==> config.mk <==
export PLATFORM = sky130hd
export DESIGN_NAME = cpu_ctrl_fsm
export DESIGN_NICKNAME = d
export VERILOG_FILES = /design/src/rtl/cpu_ctrl_fsm.sv
export SDC_FILE = /design/constraint.sdc
export NUM_CORES = 1
export LEC_CHECK = 0
export ABC_AREA = 1
export CAP_MARGIN = 20
export CORE_MARGIN = 4
export CORE_UTILIZATION = 49
export CTS_BUF_LIST = sky130_fd_sc_hd__clkbuf_8
export CTS_CLUSTER_DIAMETER = 150
export CTS_CLUSTER_SIZE = 40
export DETAILED_ROUTE_END_ITERATION = 12
export PLACE_DENSITY = 0.93
export SLEW_MARGIN = 20
export SYNTH_ARGS = -nofsm -noshare
export SYNTH_HDL_FRONTEND = slang
export SYNTH_SLANG_ARGS = --single-unit
==> constraint.sdc <==
create_clock -name clock -period 2.2 [get_ports clock]
set_clock_uncertainty 0.2 [all_clocks]
set_input_delay 0.33 -clock clock [delete_from_list [all_inputs] [get_ports clock]]
set_output_delay 0.33 -clock clock [all_outputs]
set_load 0.01 [all_outputs]
==> src/rtl/cpu_ctrl_fsm.sv <==
// Multi-cycle control sequencer for the 4-bit CPU: FETCH/DECODE/EXEC/MEM/WB
// with a memory wait-state watchdog that parks the machine in ERROR.
module cpu_ctrl_fsm #(
    parameter logic [3:0] MAX_WAIT = 4'd15,
    parameter logic [3:0] HALT_OP  = 4'hF
) (
    input  logic       clock,
    input  logic       reset,
    input  logic [3:0] opcode,
    input  logic       zero,
    input  logic       mem_ready,
    output logic       pc_write,
    output logic       pc_src,
    output logic       ir_write,
    output logic       mem_read,
    output logic       mem_write,
    output logic       reg_write,
    output logic       MemtoReg,
    output logic [1:0] alu_op,
    output logic       halted,
    output logic       error,
    output logic [2:0] state
);

    typedef enum logic [2:0] {
        FETCH  = 3'd0,
        DECODE = 3'd1,
        EXEC   = 3'd2,
        MEM    = 3'd3,
        WB     = 3'd4,
        HALT   = 3'd5,
        ERROR  = 3'd6
    } state_t;

    localparam logic [3:0] OP_ADD = 4'h1, OP_SUB = 4'h2, OP_AND = 4'h3, OP_OR = 4'h4;
    localparam logic [3:0] OP_LOAD = 4'h5, OP_STORE = 4'h6, OP_BEQ = 4'h7, OP_JMP = 4'h8;

    state_t     curState, nextState;
    logic [3:0] waitCnt;
    logic       stalled;
    logic       timeout;
    logic       isLoad, isStore;

    assign isLoad  = (opcode == OP_LOAD);
    assign isStore = (opcode == OP_STORE);
    assign stalled = ((curState == FETCH) || (curState == MEM)) && !mem_ready;
    // The stall that would bring the counter up to MAX_WAIT is the last one allowed.
    assign timeout = stalled && (waitCnt == MAX_WAIT - 4'd1);
    assign state   = curState;

    always_ff @(posedge clock or posedge reset) begin
        if (reset) begin
            curState <= FETCH;
            waitCnt  <= 4'd0;
        end else begin
            curState <= nextState;
            if (nextState != curState) waitCnt <= 4'd0;
            else if (stalled)          waitCnt <= waitCnt + 4'd1;
        end
    end

    always_comb begin
        nextState = curState;
        pc_write  = 1'b0;
        pc_src    = 1'b0;
        ir_write  = 1'b0;
        mem_read  = 1'b0;
        mem_write = 1'b0;
        reg_write = 1'b0;
        MemtoReg  = 1'b0;
        alu_op    = 2'b00;
        halted    = 1'b0;
        error     = 1'b0;
        case (curState)
            FETCH: begin
                mem_read = 1'b1;
                // Gate on reset so a ready memory cannot fire strobes while held in reset.
                if (mem_ready && !reset) begin
                    ir_write  = 1'b1;
                    pc_write  = 1'b1;
                    nextState = DECODE;
                end else if (timeout) begin
                    nextState = ERROR;
                end
            end
            DECODE: begin
                if (opcode == HALT_OP) begin
                    nextState = HALT;
                end else begin
                    case (opcode)
                        OP_ADD, OP_SUB, OP_AND, OP_OR,
                        OP_LOAD, OP_STORE, OP_BEQ: nextState = EXEC;
                        OP_JMP: begin
                            pc_write  = 1'b1;
                            pc_src    = 1'b1;
                            nextState = FETCH;
                        end
                        default: nextState = FETCH;
                    endcase
                end
            end
            EXEC: begin
                case (opcode)
                    OP_SUB, OP_BEQ: alu_op = 2'b01;
                    OP_AND:         alu_op = 2'b10;
                    OP_OR:          alu_op = 2'b11;
                    default:        alu_op = 2'b00;
                endcase
                if (isLoad || isStore) begin
                    nextState = MEM;
                end else if (opcode == OP_BEQ) begin
                    pc_write  = zero;
                    pc_src    = 1'b1;
                    nextState = FETCH;
                end else begin
                    nextState = WB;
                end
            end
            MEM: begin
                mem_read  = isLoad;
                mem_write = isStore;
                if (mem_ready)    nextState = isLoad ? WB : FETCH;
                else if (timeout) nextState = ERROR;
            end
            WB: begin
                reg_write = 1'b1;
                MemtoReg  = isLoad;
                nextState = FETCH;
            end
            HALT:    halted = 1'b1;
            ERROR:   error  = 1'b1;
            default: nextState = FETCH;
        endcase
    end

endmodule

Yosys cells after proc, flatten, opt, wreduce, memory -nomap -nowiden --
Index checks and enable logic that the tools add are counted.
Storage, ports and cells: input bits 8, register bits 7, output and inout port bits 14, logic and storage cells 61
Operators by class: equal/unequal tests 17, reduce and logical (&&, ||, !) cells 12, mux-type cells 29, $add $sub $neg 1
Operators with widths (count):
- 3-bit 2-to-1 mux | 7
- 4-bit by 3-bit equality test with 1-bit output, second input constant | 4
- 3-bit one-hot mux with 5 select lines | 1
- 1-bit 2-to-1 mux | 13
- 4-bit equality test, second input constant | 3
- 3-bit equality test, second input constant | 3
- 4-bit by 2-bit equality test with 1-bit output, second input constant | 2
- 4-bit 2-to-1 mux | 2
- 7-bit OR reduction | 1
- 3-bit by 2-bit equality test with 1-bit output, second input constant | 2
- 2-bit one-hot mux with 3 select lines | 1
- 4-bit by 1-bit adder with 4-bit output, second input constant | 1
- 4-bit by 1-bit equality test with 1-bit output, second input constant | 1
- 2-bit 2-to-1 mux | 2
- 1-bit one-hot mux with 2 select lines | 2
- 2-bit OR reduction | 2
- 3-bit by 1-bit equality test with 1-bit output, second input constant | 1
- 1-bit logical AND | 3
- 3-bit logical NOT | 1
- 3-bit != test | 1
- 1-bit one-hot mux with 3 select lines | 1
- 1-bit logical NOT | 2
- 1-bit logical OR | 2
- 2-bit nonzero test | 1

Logic depth before layout (Yosys ltp) --
Gate-level depths: netlist (run 1).
word-level depth 9, mapped depth 11, gate-level depth less buffers 11

Least setup slack after synthesis (run 1) --
No wires, ideal clock.
kind reg-to-reg, start reg waitCnt[0], end reg waitCnt[0], path slack 537 ps, arrival time 1383 ps, clock period less this slack 1663 ps, required time 1920 ps, cell stages (with the launch flop) 11, buffers on the path 0, library setup time 80 ps, path through dfrtp_1 -> inv_1 -> ha_1 -> inv_1 -> nor2_1 -> nand4_1 -> nand2_1 -> nand2_1 -> nand3_1 -> nand3_2 -> nor3_2
Between the ends: cells in the longest elaborated chain, start to end 7, elaborated cells on any way between the ends 11, those cells by class 1 x add/sub; 2 x eq/ne; 6 x mux; 2 x reduce/logical
RTL lines:
- start: declaration | line 39 | logic [3:0] waitCnt;
- start signal: assignment | line 58 | else if (stalled) waitCnt <= waitCnt + 4'd1;
- 4-bit equality test | line 48 | assign timeout = stalled && (waitCnt == MAX_WAIT - 4'd1);
- 1-bit logical AND | line 48
- 3-bit 2-to-1 mux | line 82, 123
- 3-bit 2-to-1 mux, on equally long branches | line 122, 78
- 3-bit one-hot mux with 5 select lines | line 74 | case (curState)
- 3-bit != test | line 57 | if (nextState != curState) waitCnt <= 4'd0;
- 4-bit 2-to-1 mux / 2-bit nonzero test (equally long branches)
Parallel ways exist; a longest one is shown, timed or not. The select of a mux whose other input is x is not followed. A chain may end at the register's enable or synchronous reset.

Worst setup path in the final report (run 1) --
start in opcode[0], end out MemtoReg
Between the ends: cells in the longest elaborated chain, start to end 2
RTL lines:
- start: declaration | line 9 | input logic [3:0] opcode,
- 4-bit by 3-bit equality test with 1-bit output | line 44 | assign isLoad = (opcode == OP_LOAD);
- 1-bit 2-to-1 mux | line 74
- end: declaration | line 18 | output logic MemtoReg,
Every way passes these cells.

==> results.json, run 1 <==
{
  "outcome": "complete, no violations",
  "worstSetupStartpointType": "primary input",
  "antenna_found_initial": 0,
  "grt_use_total_pct": 24.7,
  "routabilityCongestion": 0.843,
  "worst_pin_slew_ns": 0.281,
  "crit_family": "buffers and inverters",
  "placed_area_sq_mm": 0.00111,
  "hpwl_mm": 1.86,
  "cts_hold_buf": 0,
  "cts_buffers": 3,
  "grt_pass1_vias": 928,
  "die_y_um": 48.0,
  "io_buffers": 21,
  "viasPerCell": 5.46,
  "rsz0062_at_grt": "false",
  "fin_crit_ns": 2.13,
  "yosysSeqAreaShare_pct": 22.3,
  "synthesis.area_sq_um": 786,
  "drive_above_1_share_pct": 36.3,
  "ff_latch_area_sq_um": 178,
  "diodes": 0,
  "syn_inst": 122,
  "die_w_um": 48.0,
  "vdd_ir_drop_max_uv": 803,
  "critPathMaxStageDelay_ns": 0.51,
  "setup_violations": 0,
  "wl_mm": 2.49,
  "hp-class": "in -> async",
  "clock-sinks": 7,
  "yosys.area.top_type": "dfrtp_1",
  "finalSetupTns_ns": 0,
  "syn_nets": 132,
  "drtPass1Iterations": 4,
  "core_area_sq_mm": 0.00151,
  "fillCellCount": 110,
  "powerDensity_mw_per_mm2": 1080,
  "finalHoldViolations": 0,
  "path_clk_slew_ns": 0.04,
  "syn_area_per_cell_sq_um": 6.44,
  "cts_root_buffer": "clkbuf_8",
  "max_freq_ghz": 0.469,
  "post-route-util_pct": 77.0,
  "critical_path_class": "in -> out",
  "grt_overflow": 0,
  "cp.required_ns": 1.67,
  "cp_max_fo": 3,
  "final_cells": 176,
  "grt_pass1_wl_mm": 3.95,
  "dpl.cell_count": 171,
  "arrival_ns": 1.60,
  "grt_max_degree": 8,
  "maxCapViolations": 0,
  "drv_slew": 0,
  "rows": 14,
  "leakagePower_nw": 0.658,
  "drtIter0Drc": 31,
  "clock_path_buffers": 2,
  "final_area_sq_mm": 0.00116,
  "cts_tree": "yes",
  "ys_types": 23,
  "wl_per_cell_um": 14.2,
  "start_util_pct": 52.2,
  "num_vias": 961,
  "dieArea_sq_mm": 0.00231,
  "cp-end-kind": "primary output",
  "worstSkewPairLatency_ns": 0.23,
  "fin_nets": 171,
  "num_io_pins": 22,
  "cp_slowest_cell": "clkdlybuf4s50_1",
  "drc": 0,
  "cts_htree_levels": 1,
  "multi_input_area_sq_um": 536,
  "synth_area_leaders": "dfrtp_1 22%, nand2_1 14%, inv_1 7.2%",
  "crit_buf_inv": 3,
  "area_delta_synth_final_pct": 47.6,
  "yosys_warnings": 0,
  "ant_nets": 0,
  "p_total_mw": 1.25,
  "slew-limit-headroom_pct": 81.1,
  "path_cells": "clkdlybuf4s50_1 > buf_4 > nand2_1 > nor2_1 > and2_1 > dlygate4sd2_1",
  "ys_ff_latch": 7,
  "fin_crit_sh_pct": 97.0,
  "synth_top_area_share_pct": 22.3
}
cells by family after synthesis:
family / synth area share, %
AOI/OAI and AO/OA: 5.09
xor gates and xnor gates: 3.34
adders and majority gates: 3.18
buffers and inverters: 11.5
DFF: 22.3
and+or+nand+nor: 54.6
power by group:
part           internal [mW]  switching (mW)  leakage, nW
Sequential             0.169          0.0670       0.0921
Combinational          0.315           0.517        0.541
Clock                  0.123          0.0575       0.0255
final timing paths:
kind / endpoint / cells after the start / from / slack (ns)
min in group clock: waitCnt[3] / 2 / waitCnt[3] / 0.48
worst max register to register: waitCnt[2] / 10 / waitCnt[0] / 0.20
max in group asynchronous: state[1] / 2 / reset / 1.32
worst min-delay path: waitCnt[1] / 2 / reset / 0.25
worst max-delay path: MemtoReg / 6 / opcode[0] / 0.07
worst min register to register: waitCnt[3] / 2 / waitCnt[3] / 0.48
cells in the final DEF (no fill, tap or decap):
cell type / n
xor2_1: 3
clkbuf_2: 3
clkinv_2: 1
nor2_1: 8
nand3_1: 8
inv_2: 6
nand3_2: 2
nor2_4: 2
nand2_2: 6
and2_1: 1
o21ai_1: 1
nand4_2: 1
clkdlybuf4s50_1: 11
nand2_1: 29
nor3_1: 1
o21ai_0: 3
nor3_2: 4
dlymetal6s2s_1: 1
nor2_2: 10
clkbuf_8: 3
a21oi_1: 4
inv_4: 1
and3_1: 1
ha_1: 2
buf_4: 14
dfrtp_1: 5
dlygate4sd2_1: 6
dfrtp_2: 2
nand2_4: 3
inv_1: 15
nand4_1: 3
timing repair:
item,4_1_cts,5_1_grt
pin swaps,1,1
resized for setup,15,9
cloned,0,0
buffers inserted,1,0
endpoints found under the setup margin,9,4
endpoints found under the hold margin,0,0
cell type report:
type / count / share of cell area (%)
clock buffers: 3 / 3.56
clock inverters: 1 / 0.432
inverters: 22 / 7.34
multi-input cells: 92 / 46.2
flip-flops and latches: 7 / 15.3
well taps: 16 / 1.73
repair buffers: 35 / 25.5
synthesized netlist by cell type (all sizes together):
cell,number
nor2,20
ha,2
dfrtp,7
o21ai,4
nand3,10
nand2,38
and2,1
a21oi,4
inv,22
xor2,3
and3,1
nand4,4
nor3,5
buf,1
stage by stage:
stage / hold WS (ns) / worst slack, ns
finish: 0.253 / 0.0658
global route: 0.285 / 0.00300
CTS: 0.203 / 0.0000574
detailed placement: 0.427 / -0.253
global placement: 0.426 / -0.177
floorplan: -0.0666 / 0.537
metal layers:
layer | vias to the layer above | share of wire, % | track usage [%]
met5 | - | 0 | 0
met4 | 0 | 2.6 | 10.8
met3 | 10 | 7.3 | 4.51
met2 | 51 | 51 | 42.2
met1 | 446 | 39 | 29.8
li1 | 454 | - | -
flip-flops by register name, summed over array words and instances (netlist names):
signal   cells
waitCnt      4
state        3
Power figures use the tool's default switching activity.
==> inputs of run 2 (changes only) <==
CTS_CLUSTER_SIZE = 24   (was 40)
==> results of run 2 <==
The final DEF is identical to that of run 1; final timing and power are the same.
==> inputs of run 3 (changes only) <==
GPL_ROUTABILITY_DRIVEN = 0   (was not set)
==> results of run 3 <==
The final DEF is identical to that of run 1; final timing and power are the same.
